==> config.mk <==
export PLATFORM = sky130hd
export DESIGN_NAME = button_conditioner
export DESIGN_NICKNAME = d
export VERILOG_FILES = /design/src/rtl/btn_defs.sv /design/src/rtl/debounce_channel.sv /design/src/rtl/button_conditioner.sv
export SDC_FILE = /design/constraint.sdc
export NUM_CORES = 1
export LEC_CHECK = 0
export CORE_MARGIN = 2
export CORE_UTILIZATION = 44
export CTS_BUF_LIST = sky130_fd_sc_hd__clkbuf_16
export DETAILED_ROUTE_END_ITERATION = 16
export SLEW_MARGIN = 20
export SYNTH_ARGS = -nofsm -noshare
export SYNTH_HDL_FRONTEND = slang
export SYNTH_SLANG_ARGS = --single-unit
export TNS_END_PERCENT = 20
==> constraint.sdc <==
create_clock -name clk -period 2.8 [get_ports clk]
set_input_delay 0.84 -clock clk [delete_from_list [all_inputs] [get_ports clk]]
set_output_delay 0.84 -clock clk [all_outputs]
set_load 0.1 [all_outputs]
==> src/rtl/btn_defs.sv <==
// Shared definitions for the push-button conditioning front end.
package btn_defs;

  // Per-channel debounce FSM states.
  typedef enum logic [1:0] {
    LOW       = 2'd0,
    WAIT_HIGH = 2'd1,
    HIGH      = 2'd2,
    WAIT_LOW  = 2'd3
  } btn_state_t;

  // 10 ms of stability at a 100 MHz system clock.
  localparam int DEFAULT_DEBOUNCE_CYCLES = 1_000_000;

endpackage

==> src/rtl/debounce_channel.sv <==
// One button: two-flop synchronizer, debounce FSM with stability counter,
// and registered level / press / release outputs.
module debounce_channel
  import btn_defs::*;
#(
  parameter int DEBOUNCE_CYCLES = DEFAULT_DEBOUNCE_CYCLES
) (
  input  logic clk,
  input  logic rst,
  input  logic i_btn,
  output logic o_level,
  output logic o_press,
  output logic o_release,
  output logic o_pressNext
);

  localparam int CW = $clog2(DEBOUNCE_CYCLES);
  localparam logic [CW-1:0] CNT_MAX = CW'(DEBOUNCE_CYCLES - 1);

  logic       r_sync1;
  logic       r_sync2;
  btn_state_t r_state;
  logic [CW-1:0] r_cnt;
  logic       r_level;
  logic       r_press;
  logic       r_release;
  logic       w_pressNext;
  logic       w_releaseNext;

  // Accept conditions: the synchronized level has held long enough in a WAIT state.
  always_comb begin
    w_pressNext   = 1'b0;
    w_releaseNext = 1'b0;
    if (r_state == WAIT_HIGH && r_sync2 && r_cnt == CNT_MAX) begin
      w_pressNext = 1'b1;
    end
    if (r_state == WAIT_LOW && !r_sync2 && r_cnt == CNT_MAX) begin
      w_releaseNext = 1'b1;
    end
  end

  // Synchronizer, debounce FSM, counter and registered outputs.
  always_ff @(posedge clk) begin
    if (rst) begin
      r_sync1   <= 1'b0;
      r_sync2   <= 1'b0;
      r_state   <= LOW;
      r_cnt     <= '0;
      r_level   <= 1'b0;
      r_press   <= 1'b0;
      r_release <= 1'b0;
    end else begin
      r_sync1   <= i_btn;
      r_sync2   <= r_sync1;
      r_press   <= w_pressNext;
      r_release <= w_releaseNext;
      case (r_state)
        LOW: begin
          if (r_sync2) begin
            r_state <= WAIT_HIGH;
            r_cnt   <= '0;
          end
        end
        WAIT_HIGH: begin
          if (!r_sync2) begin
            r_state <= LOW;
          end else if (r_cnt == CNT_MAX) begin
            r_state <= HIGH;
            r_level <= 1'b1;
          end else begin
            r_cnt <= r_cnt + 1'b1;
          end
        end
        HIGH: begin
          if (!r_sync2) begin
            r_state <= WAIT_LOW;
            r_cnt   <= '0;
          end
        end
        WAIT_LOW: begin
          if (r_sync2) begin
            r_state <= HIGH;
          end else if (r_cnt == CNT_MAX) begin
            r_state <= LOW;
            r_level <= 1'b0;
          end else begin
            r_cnt <= r_cnt + 1'b1;
          end
        end
        default: begin
          r_state <= LOW;
        end
      endcase
    end
  end

  assign o_level     = r_level;
  assign o_press     = r_press;
  assign o_release   = r_release;
  assign o_pressNext = w_pressNext;

endmodule

==> src/rtl/button_conditioner.sv <==
// Conditions all board push-buttons: one independent debounce channel per
// button plus a combined press strobe aligned with the per-button pulses.
module button_conditioner
  import btn_defs::*;
#(
  parameter int NUM_BUTTONS     = 5,
  parameter int DEBOUNCE_CYCLES = DEFAULT_DEBOUNCE_CYCLES
) (
  input  logic                   clk,
  input  logic                   rst,
  input  logic [NUM_BUTTONS-1:0] btn_in,
  output logic [NUM_BUTTONS-1:0] btn_level,
  output logic [NUM_BUTTONS-1:0] btn_press,
  output logic [NUM_BUTTONS-1:0] btn_release,
  output logic                   any_press
);

  logic [NUM_BUTTONS-1:0] w_pressNext;
  logic                   r_anyPress;

  for (genvar gi = 0; gi < NUM_BUTTONS; gi++) begin : g_chan
    debounce_channel #(
      .DEBOUNCE_CYCLES(DEBOUNCE_CYCLES)
    ) u_chan (
      .clk        (clk),
      .rst        (rst),
      .i_btn      (btn_in[gi]),
      .o_level    (btn_level[gi]),
      .o_press    (btn_press[gi]),
      .o_release  (btn_release[gi]),
      .o_pressNext(w_pressNext[gi])
    );
  end

  // Register the OR of next-state press bits so it lines up with btn_press.
  always_ff @(posedge clk) begin
    if (rst) begin
      r_anyPress <= 1'b0;
    end else begin
      r_anyPress <= |w_pressNext;
    end
  end

  assign any_press = r_anyPress;

endmodule

## Yosys cells after proc, flatten, opt, wreduce, memory -nomap -nowiden

Cells that the tools add are included.

| word-level totals | value |
|---|---|
| register bits after elaboration | 136 |
| input port bits | 7 |
| output and inout port bits | 16 |
| word-level logic and storage cells | 252 |

| cells by class | value |
|---|---|
| add/sub/neg operators | 5 |
| equality and inequality tests | 60 |
| mux-type cells | 100 |
| reductions and logical operators | 51 |

Operators by type and width:

| operator | number |
|---|---|
| $mux 20 | 25 |
| $pmux 20 s4 | 5 |
| $add 20x1->20 const B | 5 |
| $eq 20x20->1 const B | 5 |
| $mux 2 | 30 |
| $ne 2x2->1 const B | 20 |
| $pmux 2 s4 | 5 |
| $reduce_and 4->1 | 10 |
| $mux 1 | 30 |
| $reduce_and 5->1 | 5 |
| $eq 2x2->1 const B | 10 |
| $logic_and 1x1->1 | 20 |
| $ne 2x1->1 const B | 10 |
| $ne 3x2->1 const B | 5 |
| $ne 3x3->1 const B | 5 |
| $eq 2x1->1 const B | 5 |
| $logic_not 2->1 | 5 |
| $pmux 1 s2 | 5 |
| $reduce_bool 2->1 | 5 |
| $logic_not 1->1 | 5 |
| $reduce_or 5->1 | 1 |

## Longest topological paths before layout

| depth | value |
|---|---|
| depth after elaboration | 5 |
| depth in mapped cells | 8 |
| depth with buffers taken out | 6 |

## By module

A second synthesis with hierarchy kept.

| unflattened totals | value |
|---|---|
| cells, all modules | 704 |
| area total of the unflattened synthesis | 6314.8 µm² |

Modules (own cells, without submodules):

| module | instances | cells an instance | area each (µm²) | seq. area each (µm²) |
|---|---|---|---|---|
| debounce_channel | 5 | 140 | 1256.2 | 540.5 |
| button_conditioner | 1 | 4 | 33.8 | 20.0 |

## Worst setup path before layout

Ideal clock, no wire load.

| path | value |
|---|---|
| path kind | register to register |
| from | register g_chan[1].u_chan.r_cnt[11] |
| to | register g_chan[1].u_chan.r_cnt[1] |
| arrival time | 1960 ps |
| data required time | 2682 ps |
| slack | 722 ps |
| cell stages (with the launch flop) | 6 |
| cell sequence | dfxtp_1 or4b_1 or4_4 nor4_4 mux2i_1 o21ai_1 |

| on the way | value |
|---|---|
| longest elaborated chain between the ends | 4 |
| elaborated cells on any way between the ends | 5 |

Ends and longest elaborated chain:

| element | RTL line | RTL |
|---|---|---|
| start: declaration | debounce_channel.sv:23 | `logic [CW-1:0] r_cnt;` |
| start signal: assignment | debounce_channel.sv:71 | `r_cnt <= r_cnt + 1'b1;` |
| start signal: assignment | debounce_channel.sv:87 | `r_cnt <= r_cnt + 1'b1;` |
| $eq 20x20->1 * | debounce_channel.sv:67, debounce_channel.sv:83 |  |
| $mux 20 * | n/a |  |
| $mux 20 (on tied branches) | n/a |  |
| $pmux 20 s4 * | n/a |  |

Every way passes the cells marked *; elsewhere a longest branch is shown, timed or not. The select of a mux whose other input is x is not followed.
A chain may end at the register's enable or synchronous reset.

## Worst setup path in the final report

| path | value |
|---|---|
| from | register g_chan[2].u_chan.r_cnt[12] |
| to | register g_chan[2].u_chan.r_cnt[5] |

| on the way | value |
|---|---|
| longest elaborated chain between the ends | 4 |
| elaborated cells on any way between the ends | 5 |

Ends and longest elaborated chain:

| element | RTL line |
|---|---|
| start: declaration | debounce_channel.sv:23 |
| start signal: assignment | debounce_channel.sv:71 |
| start signal: assignment | debounce_channel.sv:87 |
| $eq 20x20->1 * | debounce_channel.sv:67, debounce_channel.sv:83 |
| $mux 20 * | n/a |
| $mux 20 (on tied branches) | n/a |
| $pmux 20 s4 * | n/a |

Marks and branches as above.

==> run summary <==
The number of placed instances with taps included was 933; the largest net degree at the start of global routing was 24. The run gives 979 uW as the net switching power. The number of cells on the worst reg-to-reg path works out to 5.

Cell internal power was estimated by the tool at 3290 uW. The die is 125 um tall. The logs give 0.445 for the starting utilization of the core area and 0 for the number of warnings reported in the yosys synthesis log. For this run the aggregate overflow at the end of global routing stands at 0.

In the layout the commonest cells are sky130_fd_sc_hd__dfxtp_1, sky130_fd_sc_hd__nor2_1, sky130_fd_sc_hd__nand2_1. Area occupied by registers: 2720 um2. 23 I/O pins were placed. The H-tree was split into 4 levels. The logs give 13.7 mm for the total wire length and 0.807 for the weighted congestion reported at the end of routability-driven placement.

The part of the total power dissipated in the clock network is 0.498. Clock skew: 0.00552 ns. The run gives 0.426 as the sequential element share of the synthesized area. Data on the critical path is required at its endpoint by 3.08 ns. The proportion of total power due to net switching was 0.229; the share of power burned in combinational logic was 0.041. The highest metal layer carrying signal wires in the routed design is met4. Global-route usage over all layers: 0.180.

Fill cell instance count of the final layout: 1314. The total number of placement rows is 44. The initial antenna violation count is 0. Summing all multi-input logic gate instances after layout gives 3380 um2. The fraction of synthesis flops using an asynchronous set or reset pin is 0. The leading cell type in the layout, fill and taps excluded was sky130_fd_sc_hd__dfxtp_1.

The tools report the overall die area as 15500 um2. The flow ran to the end, and the final reports show no timing, DRC or antenna violations. Across the run, the number of max-cap violations was 0. Dividing the detail-routed wire length by the instance count gives 14.2 um. The path category of the worst min-delay check was flop to flop. The number of post-CTS setup repair buffers is 0, and the detailed-router iteration count before antenna repair is 4.

Leakage power summed over all cells: 0.00232 uW. The count of placed standard cells in the final layout, fillers left out is 965. The logs give 2.50 ns for the data arrival time at the worst-slack endpoint and 0 for the hold violation count in the final report. The number of remaining DRC errors is 0, and the number of diodes added for antenna fixing is 0. The tools report the met1 layer wirelength in the final routing as 6.51 mm. The number of cells on the worst hold path was 1. IR analysis of the VDD net gives a maximum drop of 0.447 mV. The share of the clock period used by the worst path after layout came out at 0.793. For the clock tree buffer depth, the log shows 2. The total of buffers placed on input and output ports was 22. Library cell used as clock root buffer: sky130_fd_sc_hd__clkbuf_16.

In the detailed route, the total length drawn on met2 is 6.47 mm. The number of unique standard cell types used by synthesis was 54. The worst setup path is launched from a flop. The logs give 328 for the starting DRC count in detailed routing and 0.462 for the relative contribution of sequential cells to total power.

The core occupancy in the finished layout is 0.504, and the clock buffer count from CTS is 17. The relative slew slack is 0.452. In this run the worst path has a maximum fanout of 11.

STA classifies the critical path endpoint as a flop. The signed area change from the synthesized netlist to the final layout is 13.3%. The dominant synthesized flop cell is sky130_fd_sc_hd__dfxtp_1. Synthesis produced 756 cells. The number of clock sinks seen by CTS was 136; the transition time of the tightest slew-check pin was 0.817 ns.

The wire length on met3 came out at 510 um. The run gives 0 as the post-cts gate resize count. The number of enable flip-flop cells after synthesis is 0. The routed design could run at a clock period as short as 2.22 ns. The die extent in x works out to 125 um. The proportion of layout cells with a drive suffix above 1 was 0.0948. In this run the power density over the cells is 590 nW/um2. Setup violations remaining at the end of the flow were counted as 0. In the final timing run, aggregate negative setup slack is 0 ns.

The critical path is of the flop to flop type. When the netlist entered floorplanning its net count stood at 768. Clock-pin slew was measured on the worst setup and hold paths at 0.06 ns. The maximum frequency from static timing analysis is 450 MHz.

Setup repair after global routing left no endpoint under its margin. The average cell area after synthesis was 8.45 um2; the via count was 5399. Remaining antenna violation count after routing: 0.

Clock latency on the worst-skew pair, taken at its later pin, is 0.42 ns. TritonCTS built the clock tree. The quantity of hold-fixing buffers added after cts was 0; the number of nets at the end of the flow was 780. The final-report max-slew violation count is 0, and the total of flip-flops plus latches after synthesis is 136. The netlist area before placement was 6390 um2; the first-pass GRT wire length was 23.1 mm. The detailed-route vias per instance is 5.59. The number of global-route vias before repair was 4923; the estimated wirelength of the detail-placed design was 9.55 mm. The total area inside the core boundary comes to 14400 um2.
cell usage after synthesis, types with 2 or more instances:
cell / n / area [um2]
sky130_fd_sc_hd__o21ai_1: 3 / 15.0
sky130_fd_sc_hd__nand3b_1: 3 / 22.5
sky130_fd_sc_hd__nor3b_1: 5 / 37.5
sky130_fd_sc_hd__nand4b_1: 3 / 26.3
sky130_fd_sc_hd__dfxtp_1: 136 / 2720
sky130_fd_sc_hd__ha_1: 5 / 62.6
sky130_fd_sc_hd__o21bai_1: 3 / 22.5
sky130_fd_sc_hd__and4_1: 10 / 87.6
sky130_fd_sc_hd__o31ai_1: 11 / 82.6
sky130_fd_sc_hd__nor4bb_1: 3 / 30.0
sky130_fd_sc_hd__or2_2: 6 / 37.5
sky130_fd_sc_hd__or4b_2: 2 / 20.0
sky130_fd_sc_hd__buf_4: 15 / 113
sky130_fd_sc_hd__or3_1: 31 / 194
sky130_fd_sc_hd__or4_1: 18 / 135
sky130_fd_sc_hd__nor3_1: 16 / 80.1
sky130_fd_sc_hd__nor2_1: 69 / 259
sky130_fd_sc_hd__nor2b_1: 16 / 100
sky130_fd_sc_hd__a21oi_1: 50 / 250
sky130_fd_sc_hd__inv_1: 17 / 63.8
sky130_fd_sc_hd__a31oi_1: 5 / 31.3
sky130_fd_sc_hd__o2111ai_1: 3 / 26.3
sky130_fd_sc_hd__mux2i_1: 4 / 40.0
sky130_fd_sc_hd__o21ai_0: 42 / 210
sky130_fd_sc_hd__and3_1: 8 / 50.1
sky130_fd_sc_hd__nand2b_1: 2 / 12.5
sky130_fd_sc_hd__nor4_1: 7 / 43.8
sky130_fd_sc_hd__clkbuf_1: 23 / 86.3
sky130_fd_sc_hd__xor2_1: 29 / 254
sky130_fd_sc_hd__o211ai_1: 13 / 97.6
sky130_fd_sc_hd__nand3_1: 35 / 175
sky130_fd_sc_hd__nand4_1: 31 / 194
sky130_fd_sc_hd__nand2_1: 66 / 248
sky130_fd_sc_hd__nor4b_1: 9 / 78.8
sky130_fd_sc_hd__buf_2: 4 / 20.0
sky130_fd_sc_hd__mux2_2: 2 / 22.5
sky130_fd_sc_hd__xnor2_1: 26 / 228
sky130_fd_sc_hd__and2_1: 9 / 56.3
flip-flops by register name, indices dropped and copies added, names as in the netlist, named ones only:
| register | cells |
|---|---|
| g_chan.u_chan.r_cnt | 100 |
| g_chan.u_chan.o_level | 5 |
| g_chan.u_chan.o_press | 5 |
| g_chan.u_chan.o_release | 5 |
| g_chan.u_chan.r_state | 5 |
| g_chan.u_chan.r_sync1 | 5 |
| g_chan.u_chan.r_sync2 | 5 |
| any_press | 1 |
metal layers:
metal / track usage / vias to the layer above
met5: 0 / -
met4: 0.0621 / 0
met3: 0.0460 / 18
met2: 0.293 / 100
met1: 0.232 / 2533
li1: - / 2748
path summary, 6_finish.rpt:
check                             start  slack [ns]                         to
min            g_chan[1].u_chan.r_sync1        0.43   g_chan[1].u_chan.r_sync2
max          g_chan[2].u_chan.r_cnt[12]        0.58  g_chan[2].u_chan.r_cnt[5]
max reg2reg  g_chan[2].u_chan.r_cnt[12]        0.58  g_chan[2].u_chan.r_cnt[5]
min reg2reg    g_chan[1].u_chan.r_sync1        0.43   g_chan[1].u_chan.r_sync2
critical path, cell delays in order (launching register included):
cell and delay, ns:
sky130_fd_sc_hd__dfxtp_1 0.34, sky130_fd_sc_hd__nor4b_1 0.45, sky130_fd_sc_hd__nand4_1 0.48, sky130_fd_sc_hd__o21ai_1 0.57, sky130_fd_sc_hd__or4_1 0.19, sky130_fd_sc_hd__a21oi_1 0.06
metrics by stage:
stage | setup slack (ns) | hold WS, ns | cell area (um2) | total power, uW
after floorplan | 0.722 | 0.414 | 6390 | 2140
after global placement | 0.625 | 0.421 | 6680 | 2180
after detailed placement | 0.607 | 0.428 | 6680 | 2190
after CTS | 0.597 | 0.440 | 7240 | 4320
after global routing | 0.383 | 0.463 | 7240 | 4420
final | 0.579 | 0.432 | 7240 | 4270
cells by family (layout without fill, tap and decap cells):
logic type | count (synthesis) | in the layout | synth area share
simple gates | 356 | 356 | 0.308
fa+ha+maj | 5 | 5 | 0.00979
mux | 6 | 6 | 0.00979
xor+xnor | 55 | 55 | 0.0754
compound gates | 138 | 138 | 0.126
buf+inv | 60 | 85 | 0.0448
flops | 136 | 136 | 0.426
power groups by stage:
stage | Clock, uW | Combinational [uW] | Sequential (uW)
floorplan | 0 | 140 | 2000
global placement | 0 | 172 | 2010
detailed placement | 0 | 173 | 2010
CTS | 2170 | 174 | 1970
global route | 2260 | 186 | 1970
finish | 2120 | 173 | 1970
cell type report:
cell class / count / share of cell area
Clock buffer: 17 / 0.0588
Inverter: 17 / 0.00881
Clock inverter: 15 / 0.0188
Multi-Input combinational cell: 560 / 0.467
Timing Repair Buffer: 36 / 0.0387
Tap cell: 184 / 0.0318
Sequential cell: 136 / 0.376
Note: power is estimated with default switching activity, not from simulation.
